<file path="src/rtl/tone_sequencer.sv">
// Note FIFO plus PLAY/GAP playback sequencer driving the tone generator's note select and enable.
// Define TONE_SEQ_LOOP_EN to add the loop input that recirculates played entries to the FIFO tail.
module tone_sequencer #(
    parameter int DEPTH     = 8,
    parameter int TICK_DIV  = 50000,
    parameter int GAP_TICKS = 10
) (
    input  logic                     inclk,
    input  logic                     rst,
    input  logic                     wr_valid,
    output logic                     wr_ready,
    input  logic [2:0]               wr_note,
    input  logic [7:0]               wr_dur,
    input  logic                     pause,
    input  logic                     stop,
`ifdef TONE_SEQ_LOOP_EN
    input  logic                     loop,
`endif
    output logic [2:0]               note_sel,
    output logic                     tone_en,
    output logic                     busy,
    output logic                     note_done,
    output logic [$clog2(DEPTH):0]   fifo_count
);

    localparam int AW = $clog2(DEPTH);
    localparam int CW = AW + 1;
    localparam int PW = $clog2(TICK_DIV);
    localparam int GW = $clog2(GAP_TICKS + 2);

    typedef enum logic [1:0] {S_IDLE, S_PLAY, S_GAP} state_t;

    logic [10:0]   r_mem [DEPTH];
    logic [AW-1:0] r_wr_ptr;
    logic [AW-1:0] r_rd_ptr;
    logic [CW-1:0] r_count;

    state_t        r_state;
    logic [2:0]    r_note_sel;
    logic          r_tone_en;
    logic          r_busy;
    logic [PW-1:0] r_presc;
    logic [7:0]    r_dur_cnt;
    logic [GW-1:0] r_gap_cnt;

    logic [10:0]   w_head;
    logic [10:0]   w_wr_data;
    logic          w_empty;
    logic          w_full;
    logic          w_pop;
    logic          w_push;
    logic          w_recirc;
    logic          w_wr_en;
    logic          w_tick;
    logic          w_play_end;

    assign w_head  = r_mem[r_rd_ptr];
    assign w_empty = (r_count == '0);
    assign w_full  = (r_count == CW'(DEPTH));
    assign w_pop   = (r_state == S_IDLE) && !w_empty && !pause && !stop;

`ifdef TONE_SEQ_LOOP_EN
    assign w_recirc = w_pop && loop;
`else
    assign w_recirc = 1'b0;
`endif

    // Recirculation owns the tail write port in the pop cycle, so external writes are refused.
    assign wr_ready  = !w_full && !stop && !w_recirc;
    assign w_push    = wr_valid && wr_ready;
    assign w_wr_en   = w_push || w_recirc;
    assign w_wr_data = w_recirc ? w_head : {wr_note, wr_dur};

    assign w_tick     = (r_presc == PW'(TICK_DIV - 1));
    assign w_play_end = (r_state == S_PLAY) && !pause && w_tick && (r_dur_cnt == 8'd1);

    assign note_sel   = r_note_sel;
    assign tone_en    = r_tone_en && !pause;
    assign busy       = r_busy;
    assign note_done  = w_play_end && !stop && !rst;
    assign fifo_count = r_count;

    always_ff @(posedge inclk) begin
        if (w_wr_en) begin
            r_mem[r_wr_ptr] <= w_wr_data;
        end
    end

    always_ff @(posedge inclk) begin
        if (rst || stop) begin
            r_wr_ptr <= '0;
            r_rd_ptr <= '0;
            r_count  <= '0;
        end else begin
            if (w_wr_en) begin
                r_wr_ptr <= r_wr_ptr + AW'(1);
            end
            if (w_pop) begin
                r_rd_ptr <= r_rd_ptr + AW'(1);
            end
            if (w_push && !w_pop) begin
                r_count <= r_count + CW'(1);
            end else if (w_pop && !w_push && !w_recirc) begin
                r_count <= r_count - CW'(1);
            end
        end
    end

    always_ff @(posedge inclk) begin
        if (rst) begin
            r_state    <= S_IDLE;
            r_note_sel <= 3'd0;
            r_tone_en  <= 1'b0;
            r_busy     <= 1'b0;
            r_presc    <= '0;
            r_dur_cnt  <= 8'd0;
            r_gap_cnt  <= '0;
        end else if (stop) begin
            r_state   <= S_IDLE;
            r_tone_en <= 1'b0;
            r_busy    <= 1'b0;
            r_presc   <= '0;
        end else begin
            case (r_state)
                S_IDLE: begin
                    if (w_pop) begin
                        r_note_sel <= w_head[10:8];
                        r_dur_cnt  <= (w_head[7:0] == 8'd0) ? 8'd1 : w_head[7:0];
                        r_presc    <= '0;
                        r_state    <= S_PLAY;
                        r_tone_en  <= 1'b1;
                        r_busy     <= 1'b1;
                    end
                end
                S_PLAY: begin
                    if (!pause) begin
                        if (w_tick) begin
                            r_presc   <= '0;
                            r_dur_cnt <= r_dur_cnt - 8'd1;
                            if (r_dur_cnt == 8'd1) begin
                                r_tone_en <= 1'b0;
                                if (GAP_TICKS > 0) begin
                                    r_state   <= S_GAP;
                                    r_gap_cnt <= GW'(GAP_TICKS);
                                end else begin
                                    r_state <= S_IDLE;
                                    r_busy  <= 1'b0;
                                end
                            end
                        end else begin
                            r_presc <= r_presc + PW'(1);
                        end
                    end
                end
                S_GAP: begin
                    if (!pause) begin
                        if (w_tick) begin
                            r_presc   <= '0;
                            r_gap_cnt <= r_gap_cnt - GW'(1);
                            if (r_gap_cnt == GW'(1)) begin
                                r_state <= S_IDLE;
                                r_busy  <= 1'b0;
                            end
                        end else begin
                            r_presc <= r_presc + PW'(1);
                        end
                    end
                end
                default: begin
                    r_state <= S_IDLE;
                    r_busy  <= 1'b0;
                end
            endcase
        end
    end

endmodule

</file>
<file path="config.mk">
export PLATFORM = sky130hd
export DESIGN_NAME = tone_sequencer
export DESIGN_NICKNAME = d
export VERILOG_FILES = /design/src/rtl/tone_sequencer.sv
export SDC_FILE = /design/constraint.sdc
export NUM_CORES = 1
export LEC_CHECK = 0
export BUFFER_PORTS_ARGS = -buffer_cell sky130_fd_sc_hd__buf_2
export CAP_MARGIN = 30
export CELL_PAD_IN_SITES_DETAIL_PLACEMENT = 0
export CELL_PAD_IN_SITES_GLOBAL_PLACEMENT = 1
export CORE_ASPECT_RATIO = 0.9
export CORE_UTILIZATION = 50
export DETAILED_ROUTE_END_ITERATION = 16
export GPL_TIMING_DRIVEN = 0
export PLACE_DENSITY_LB_ADDON = 0.1
export SLEW_MARGIN = 0
export SYNTH_ARGS = -nofsm -noshare
export SYNTH_HDL_FRONTEND = slang
export SYNTH_SLANG_ARGS = --single-unit
</file>
<file path="constraint.sdc">
create_clock -name inclk -period 4.97 [get_ports inclk]
set_clock_uncertainty 0.15 [all_clocks]
set_input_delay 0.994 -clock inclk [delete_from_list [all_inputs] [get_ports inclk]]
set_output_delay 0.994 -clock inclk [all_outputs]
set_load 0.01 [all_outputs]
</file>
==> summary.md, run 1 <==
| Metric | Value |
|---|---|
| Run status | complete, no violations |
| Most frequent cell after synthesis | edfxtp_1 |
| Hold Crit Depth | 2 |
| Pwr per Cell Area | 366 mW/mm^2 |
| Dpl hpwl | 9.81 mm |
| DRT Pass-1 Iters | 5 |
| 1st-iter DRT viols | 333 |
| Peak supply drop | 0.417 mV |
| Kind of critical path | in -> reg |
| Post-synth EDFFs | 88 |
| Critical Path RT | 5180 ps |
| Tmin final | 3810 ps |
| Max-cap viol count | 0 |
| Layout cells sized above 1 | 0.183 |
| Commonest register cell after synthesis | edfxtp_1 |
| Die Ht | 107 um |
| Largest net degree at the start of global routing | 17 |
| Final Wtd Congestion | 0.805 |
| Drt drc | 0 |
| Worst setup EP type | register |
| Worst slew pin tran | 737 ps |
| Routed wire per std cell | 18.9 um |
| Nets | 582 |
| Yosys top cell by area | edfxtp_1 |
| Final worst slack | 1160 ps |
| Core Box Area | 0.0120 mm^2 |
| Nature of the critical path startpoint | input port |
| RSZ-0062 raised after global routing | no |
| Area grow syn2layout | 16.5% |
| Post-Place Setup Slack | 717 ps |
| Hold EP | busy |
| Slew Limit Headroom | 0.504 |
| GRT Util Overall | 0.233 |
| Hold Buf Count CTS | 0 |
| Vias in the first global route | 4132 |
| FFs w/ async S/R, synth | 0 |
| Post-Synthesis Cells | 500 |
| Grt ovf | 0 |
| Starting Density | 0.512 |
| Antenna fix cells | 0 |
| Endpoints failing setup | 0 |
| Finished Core Util | 0.597 |
| Placement row count | 38 |
| Clk sink count | 136 |
| CP arrival | 4020 ps |
| Hold_ws | 327 ps |
| Overall Power | 2.63 mW |
| Via Count | 4256 |
| R2r setup slk | 1310 ps |
| Synthesized cell area | 0.00616 mm^2 |
| Initial antenna violation count | 0 |
| Post-CTS setup buffer count | 0 |
| Mapped Nets | 531 |
| Most instantiated cells after synthesis | edfxtp_1, nor2_1, dfxtp_1 |
| Post-synthesis register bit count | 136 |
| Distinct cell type count after synthesis | 59 |
| R2R depth | 14 |
| # IOs | 27 |
| Max Fclk | 263 MHz |
| Worst r2r src | r_state[1] |
| Final hold vios | 0 |
| Global-route wire length before repair | 22.0 mm |
| Total CTS buffers | 17 |
| Min-delay src | busy |
| Worst-path fanout max | 10 |
| Detail Route Antenna Nets | 0 |
| Hold Path Class | reg -> reg |
| Top cells by area, synth | edfxtp_1, dfxtp_1, mux4_2 |
| Root buf cell | clkbuf_16 |
| Post-cts sizing count | 0 |
| YS warnings | 0 |
| Sequential fraction of the synthesis area | 0.585 |
| Count of buffers from port buffering | 24 |
| Avg Vias per Cell | 5.88 |
| Htree depth | 4 |
| Post-Route WL | 13.7 mm |
| Syn_area_per_cell | 12.3 um^2 |
| Reg2reg end | fifo_count[3] |
| Worst-path clk slew | 60 ps |
| Clock tree buffer depth | 2 |
| Die Width | 119 um |
| Clock latency on the worst-skew pair | 430 ps |
| DIE AREA | 0.0128 mm^2 |
| Fin. max-slew vios | 0 |
| Leak pwr | 2.32 nW |
| Setup TNS Final | 0 ps |
| CTS tree | built |
| Fillers | 954 |
| Post-synth top area share | 0.429 |
| Crit share post-route | 0.766 |
[cells in the final DEF (no fill, tap or decap), types with 5 or more instances in the layout]
cell / count
a31oi_1: 8
edfxtp_1: 88
nor3b_1: 5
ha_1: 14
nor2b_1: 6
a211oi_1: 7
or4_1: 8
inv_1: 11
mux4_2: 19
buf_6: 7
nand2_1: 31
buf_2: 28
nand2b_1: 10
nor4_1: 10
clkbuf_1: 15
nand3_1: 9
mux2i_1: 16
a21oi_1: 23
buf_1: 5
inv_8: 7
nor3_1: 19
dfxtp_1: 48
xnor2_1: 11
o21ai_0: 16
nor2_1: 49
clkbuf_16: 17
[how the worst max path moves through the flow]
stage | slack [ps] | endpoint | from | cells after the start
6_report | 1160 | fifo_count[3] | stop | 13
5_1_grt | 940 | fifo_count[3] | stop | 13
4_1_cts | 1150 | fifo_count[3] | stop | 13
3_5_place_dp | 720 | fifo_count[3] | stop | 13
3_3_place_gp | 740 | r_mem[0][0] | stop | 4
2_1_floorplan | 1190 | fifo_count[3] | stop | 13
[through the flow]
step                      cells  instance area, um^2
after global placement      684                 6480
final                       724                 7180
after global routing        724                 7180
after detailed placement    692                 6580
after CTS                   724                 7180
after floorplan             500                 6160
[sequential cells by signal, indices dropped and copies added (netlist names), named ones only]
register,flops
r_wr_ptr,3
note_sel,3
r_rd_ptr,3
busy,1
fifo_count,4
r_tone_en,1
r_state,2
r_dur_cnt,8
r_mem,88
r_presc,16
r_gap_cnt,4
[kinds of logic after synthesis]
kind of cell | after synthesis | share of synthesized area
AOI/OAI and AO/OA | 86 | 0.0912
xor gates and xnor gates | 14 | 0.0199
adders and majority gates | 15 | 0.0317
buffers and inverters | 35 | 0.0221
DFF | 136 | 0.585
muxes | 39 | 0.103
and+or+nand+nor | 175 | 0.148
[per-layer routing]
layer	vias up	global-route usage	wire length, um
met5	-	0	0
met4	0	0.0986	273
met3	17	0.0662	824
met2	129	0.330	5930
met1	2086	0.336	6640
li1	2024	-	-
[area by class of cell]
type / instances / area (um^2) / share of cell area
Inverter: 11 / 41.3 / 0.00575
Timing Repair Buffer: 32 / 206 / 0.0287
Clock inverter: 15 / 176 / 0.0246
Tap cell: 160 / 200 / 0.0279
Buffer: 24 / 95.1 / 0.0132
Clock buffer: 17 / 425 / 0.0592
Sequential cell: 136 / 3600 / 0.502
Multi-Input combinational cell: 329 / 2430 / 0.339
[power by group]
group	internal [mW]	leakage (nW)	switching, mW
logic	0.0505	0.845	0.0839
clock network	0.722	0.295	0.546
registers	1.22	1.18	0.0110
[worst max-delay path, stage by stage]
cell and delay (ps):
clkbuf_1 250, or3b_2 560, nor2_1 200, clkbuf_1 390
inv_1 150, ha_1 260, inv_1 110, ha_1 240
a21o_1 170, a21oi_1 170, xnor2_1 90, or3_1 300
a21oi_1 140
Note: power is estimated with default switching activity, not from simulation.
==> inputs of run 2 (changes only) <==
==> constraint.sdc (replaced) <==
create_clock -name inclk -period 3.9 [get_ports inclk]
set_clock_uncertainty 0.15 [all_clocks]
set_input_delay 0.78 -clock inclk [delete_from_list [all_inputs] [get_ports inclk]]
set_output_delay 0.78 -clock inclk [all_outputs]
set_load 0.01 [all_outputs]
==> summary.md, run 2 (same netlist as run 1, synthesis figures left out) <==
| Metric | Value |
|---|---|
| Fillers | 953 |
| Max Fclk | 288 MHz |
| Post-cts sizing count | 0 |
| # IOs | 27 |
| Crit share post-route | 0.892 |
| Endpoints failing setup | 0 |
| Detail Route Antenna Nets | 0 |
| Layout cells sized above 1 | 0.184 |
| Run status | complete, no violations |
| Peak supply drop | 0.527 mV |
| Hold Path Class | reg -> reg |
| Routed wire per std cell | 18.8 um |
| CP cell instances | inv_1 -> ha_1 -> or3b_2 -> nor2_1 -> clkbuf_2 -> inv_1 -> ha_1 -> inv_1 -> ha_1 -> a21o_1 -> a21oi_1 -> xnor2_1 -> or3_1 -> a21oi_1 |
| Reg with most FFs | r_mem |
| Worst-path clk slew | 60 ps |
| Crit path largest cell delay | 490 ps |
| Slew Limit Headroom | 0.478 |
| 1st-iter DRT viols | 321 |
| Final Wtd Congestion | 0.805 |
| Flip-flop count of the largest register after layout | 88 |
| Clk sink count | 136 |
| Vias in the first global route | 4132 |
| Largest net degree at the start of global routing | 17 |
| Die Ht | 107 um |
| Root buf cell | clkbuf_16 |
| CP arrival | 3690 ps |
| Drt drc | 0 |
| Max-cap viol count | 0 |
| Via Count | 4250 |
| Post-CTS setup buffer count | 0 |
| Nature of the critical path startpoint | register |
| Placement row count | 38 |
| Antenna fix cells | 0 |
| Register area | 0.00360 mm^2 |
| CTS tree | built |
| Core Box Area | 0.0120 mm^2 |
| Nets | 582 |
| Fin. max-slew vios | 0 |
| Count of buffers from port buffering | 24 |
| Clock latency on the worst-skew pair | 430 ps |
| Area grow syn2layout | 16.5% |
| Multi-input gate area | 0.00243 mm^2 |
| Critical Path RT | 4110 ps |
| Pwr per Cell Area | 466 mW/mm^2 |
| Dpl hpwl | 9.81 mm |
| Grt ovf | 0 |
| Tmin final | 3480 ps |
| Global-route wire length before repair | 22.0 mm |
| Final hold vios | 0 |
| Initial antenna violation count | 0 |
| Worst path bufs/invs | 4 |
| DRT Pass-1 Iters | 5 |
| R2r setup slk | 420 ps |
| RSZ-0062 raised after global routing | no |
| Leak pwr | 2.33 nW |
| Kind of critical path | reg -> reg |
| GRT Util Overall | 0.233 |
| Starting Density | 0.512 |
| Avg Vias per Cell | 5.87 |
| Crit path max-delay family | simple AND/OR/NAND/NOR gates |
| Finished Core Util | 0.597 |
| Most frequent cells in the layout | edfxtp_1, nor2_1, dfxtp_1, nand2_1, buf_2 |
| Setup TNS Final | 0 ps |
| Total CTS buffers | 17 |
| Die Width | 119 um |
| Most common cell after layout, fill and taps aside | edfxtp_1 |
| Clock tree buffer depth | 2 |
| Htree depth | 4 |
| Worst-path fanout max | 10 |
| DIE AREA | 0.0128 mm^2 |
| Worst setup EP type | register |
| Hold Buf Count CTS | 0 |
| Biggest regs | r_mem: 88 flops, r_presc: 16 flops, r_dur_cnt: 8 flops |
| Post-Route WL | 13.6 mm |
| Critical path's slowest cell | or3b_2 |
| Worst slew pin tran | 775 ps |
## run 2: changes by cell type in the layout (fill, tap and decap cells not counted)
cell,change
clkbuf_1,-1
clkbuf_2,+1
## run 2: tightest hold or removal path: stages, from the launching register on
cell and delay [ps]:
dfxtp_1 320, nand2_1 50, mux2i_1 60
## run 2: metal layers
layer / part of all wire / up-vias / GRT usage
li1: - / 2020 / -
met1: 0.49 / 2100 / 0.336
met2: 0.44 / 115 / 0.330
met3: 0.055 / 15 / 0.0662
met4: 0.019 / 0 / 0.0986
met5: 0 / - / 0
## run 2: path summary, 6_finish.rpt
kind,startpoint,endpoint,cells after the start
worst max-delay path,r_state[1],fifo_count[3],14
worst min-delay path,busy,busy,2
worst max register to register,r_state[1],fifo_count[3],14
worst min register to register,busy,busy,2
## run 2: power breakdown
group / leakage (nW) / switching, mW / total (mW) / internal [mW]
registers: 1.18 / 0.0140 / 1.56 / 1.55
clock network: 0.295 / 0.692 / 1.61 / 0.920
logic: 0.848 / 0.107 / 0.171 / 0.0645
## run 2: cell type report
type,instances,area share
buffer,24,0.0134
clock buffer,17,0.0592
clock inverter,15,0.0246
inverter,11,0.00575
multi-input combinational,329,0.339
sequential,136,0.502
tap,160,0.0279
timing repair buffer,32,0.0287
## run 2: through the flow
step           power, mW  std cells  area (um^2)  hold WS [ps]  setup slack (ps)
2_1_floorplan       1.70        500         6160           299               335
3_3_place_gp        1.76        684         6480           297              -113
3_5_place_dp        1.76        692         6580           316              -139
4_1_cts             3.37        724         7180           328               224
5_1_grt             3.46        724         7180           341               185
6_report            3.35        724         7180           327               423
==> inputs of run 3 (changes only) <==
--- a/config.mk
+++ b/config.mk
@@ -5,12 +5,13 @@
 export SDC_FILE = /design/constraint.sdc
 export NUM_CORES = 1
 export LEC_CHECK = 0
+export ABC_AREA = 1
 export BUFFER_PORTS_ARGS = -buffer_cell sky130_fd_sc_hd__buf_2
 export CAP_MARGIN = 30
 export CELL_PAD_IN_SITES_DETAIL_PLACEMENT = 0
 export CELL_PAD_IN_SITES_GLOBAL_PLACEMENT = 1
 export CORE_ASPECT_RATIO = 0.9
-export CORE_UTILIZATION = 50
+export CORE_UTILIZATION = 47
 export DETAILED_ROUTE_END_ITERATION = 16
 export GPL_TIMING_DRIVEN = 0
 export PLACE_DENSITY_LB_ADDON = 0.1
==> summary.md, run 3 <==
| Metric | Value |
|---|---|
| Post-synthesis register bit count | 136 |
| Top cell by count, worst path | buf_2 |
| Core Box Area | 0.0130 mm^2 |
| Most instantiated cells after synthesis | nand2_1, inv_1, edfxtp_1 |
| Post-CTS setup buffer count | 0 |
| FFs w/ async S/R, synth | 0 |
| Top cells by area, synth | edfxtp_1, dfxtp_1, nand2_1 |
| Run status | complete, no violations |
| Total CTS buffers | 17 |
| Hold Crit Depth | 1 |
| Hold Buf Count CTS | 0 |
| Endpoints failing setup | 0 |
| Setup TNS Final | 0 ps |
| Post-cts sizing count | 0 |
| Hold Path Class | reg -> reg |
| Clock latency on the worst-skew pair | 420 ps |
| Placement row count | 39 |
| Nature of the critical path startpoint | register |
| Worst-path fanout max | 10 |
| Max Fclk | 316 MHz |
| Nets | 798 |
| Synthesized cell area | 0.00638 mm^2 |
| CP arrival | 2240 ps |
| Post-synth EDFFs | 88 |
| CP Depth | 7 |
| Final Wtd Congestion | 0.815 |
| YS warnings | 0 |
| Root buf cell | clkbuf_16 |
| GRT Util Overall | 0.220 |
| Largest net degree at the start of global routing | 17 |
| Fin. max-slew vios | 0 |
| Layout cells sized above 1 | 0.126 |
| Worst slew pin tran | 741 ps |
| Die Width | 125 um |
| Biggest regs | r_mem: 88 flops, r_presc: 16 flops, r_dur_cnt: 8 flops |
| Starting Density | 0.491 |
| Grt ovf | 0 |
| Most common cell after layout, fill and taps aside | nand2_1 |
| CP cell instances | inv_1 -> ha_1 -> buf_2 -> buf_1 -> nand2_1 -> nor4_1 -> buf_2 |
| Pwr per Cell Area | 475 mW/mm^2 |
| 1st-iter DRT viols | 317 |
| Crit share post-route | 0.812 |
| Post-Route WL | 14.9 mm |
| Die Ht | 112 um |
| Max-cap viol count | 0 |
| Clock tree buffer depth | 2 |
| Reg with most FFs | r_mem |
| Slew Limit Headroom | 0.504 |
| Most frequent cells in the layout | nand2_1, inv_1, edfxtp_1, nor2_1, nand3_1 |
| # IOs | 27 |
| Dpl hpwl | 10.3 mm |
| Antenna fix cells | 0 |
| Avg Vias per Cell | 5.24 |
| CTS tree | built |
| Critical Path RT | 2970 ps |
| R2R depth | 16 |
| Flip-flop count of the largest register after layout | 88 |
| Final Instance Area | 0.00739 mm^2 |
| Syn_area_per_cell | 8.92 um^2 |
| Crit path largest cell delay | 430 ps |
| Global-route wire length before repair | 23.5 mm |
| Worst path bufs/invs | 4 |
| Worst setup EP type | output pin |
| Drt drc | 0 |
| Area grow syn2layout | 15.9% |
| Final hold vios | 0 |
| Clk sink count | 136 |
| Most frequent cell after synthesis | nand2_1 |
| Commonest register cell after synthesis | edfxtp_1 |
| Mapped Nets | 746 |
| RSZ-0062 raised after global routing | no |
| Kind of critical path | reg -> out |
| Detail Route Antenna Nets | 0 |
| Peak supply drop | 0.333 mV |
| Crit path max-delay family | buffers and inverters |
| Routed wire per std cell | 15.7 um |
| Post-synth top area share | 0.414 |
| DIE AREA | 0.0140 mm^2 |
| Via Count | 4951 |
| Vias in the first global route | 4619 |
| Tmin final | 3170 ps |
| Post-Synthesis Cells | 715 |
| DRT Pass-1 Iters | 7 |
| Leak pwr | 2.92 nW |
| Htree depth | 4 |
| Yosys top cell by area | edfxtp_1 |
| Worst-path clk slew | 60 ps |
| Distinct cell type count after synthesis | 44 |
| Critical path's slowest cell | buf_1 |
| Sequential fraction of the synthesis area | 0.565 |
| Count of buffers from port buffering | 25 |
| Initial antenna violation count | 1 |
| Post-DP Area | 0.00679 mm^2 |
==> run 3: changes by cell type after synthesis, moves of 16 or more <==
cell / before / now
nand3_1: 9 / 58
inv_1: 11 / 94
o21ai_0: 16 / 38
mux2i_1: 16 / 0
nor2_1: 49 / 68
nand2_1: 31 / 172
mux4_2: 19 / 0
==> run 3: worst paths after layout <==
path | end | from | slack, ps
worst max register to register | fifo_count[3] | r_state[0] | 1170
worst min-delay path | r_rd_ptr[2] | r_rd_ptr[2] | 290
worst min register to register | r_rd_ptr[2] | r_rd_ptr[2] | 290
worst max-delay path | note_done | r_state[1] | 730
==> run 3: area by class of cell <==
| type | instances | area, um^2 |
|---|---|---|
| Timing Repair Buffer | 33 | 208 |
| Sequential cell | 136 | 3600 |
| Inverter | 99 | 374 |
| Clock buffer | 19 | 433 |
| Fill cell | 1156 | 5590 |
| Tap cell | 164 | 205 |
| Buffer | 23 | 119 |
| Clock inverter | 13 | 170 |
| Multi-Input combinational cell | 457 | 2280 |
==> run 3: through the flow <==
step                       util  cells  power [mW]  hold WS [ps]  setup slack [ps]
after floorplan               -    715        1.81           262              1170
after global placement    0.517    904        1.90           274               687
after detailed placement  0.523    912        1.90           280               918
after CTS                 0.570    944        3.53           292               667
after global routing      0.570    944        3.63           329               481
final                     0.570    944        3.51           290               734
==> run 3: metal layers <==
layer	vias to the layer above	routed length, um	track usage
li1	2480	-	-
met1	2335	7200	0.300
met2	126	6740	0.349
met3	8	785	0.0539
met4	2	112	0.0683
met5	-	11	0
==> run 3: logic make-up (layout without fill, tap and decap cells) <==
group	Yosys count	after routing	synth area share
XOR/XNOR	5	5	0.00687
AO/OA/AOI/OAI	104	104	0.0940
adder cells (fa/ha/maj)	15	15	0.0306
buffers and inverters	122	187	0.0773
AND/OR/NAND/NOR	333	333	0.226
flip-flops	136	136	0.565
==> run 3: where the power goes <==
group | internal [mW] | switching [mW]
clock network | 1.01 | 0.622
registers | 1.56 | 0.0153
logic | 0.0982 | 0.204
total | 2.67 | 0.841
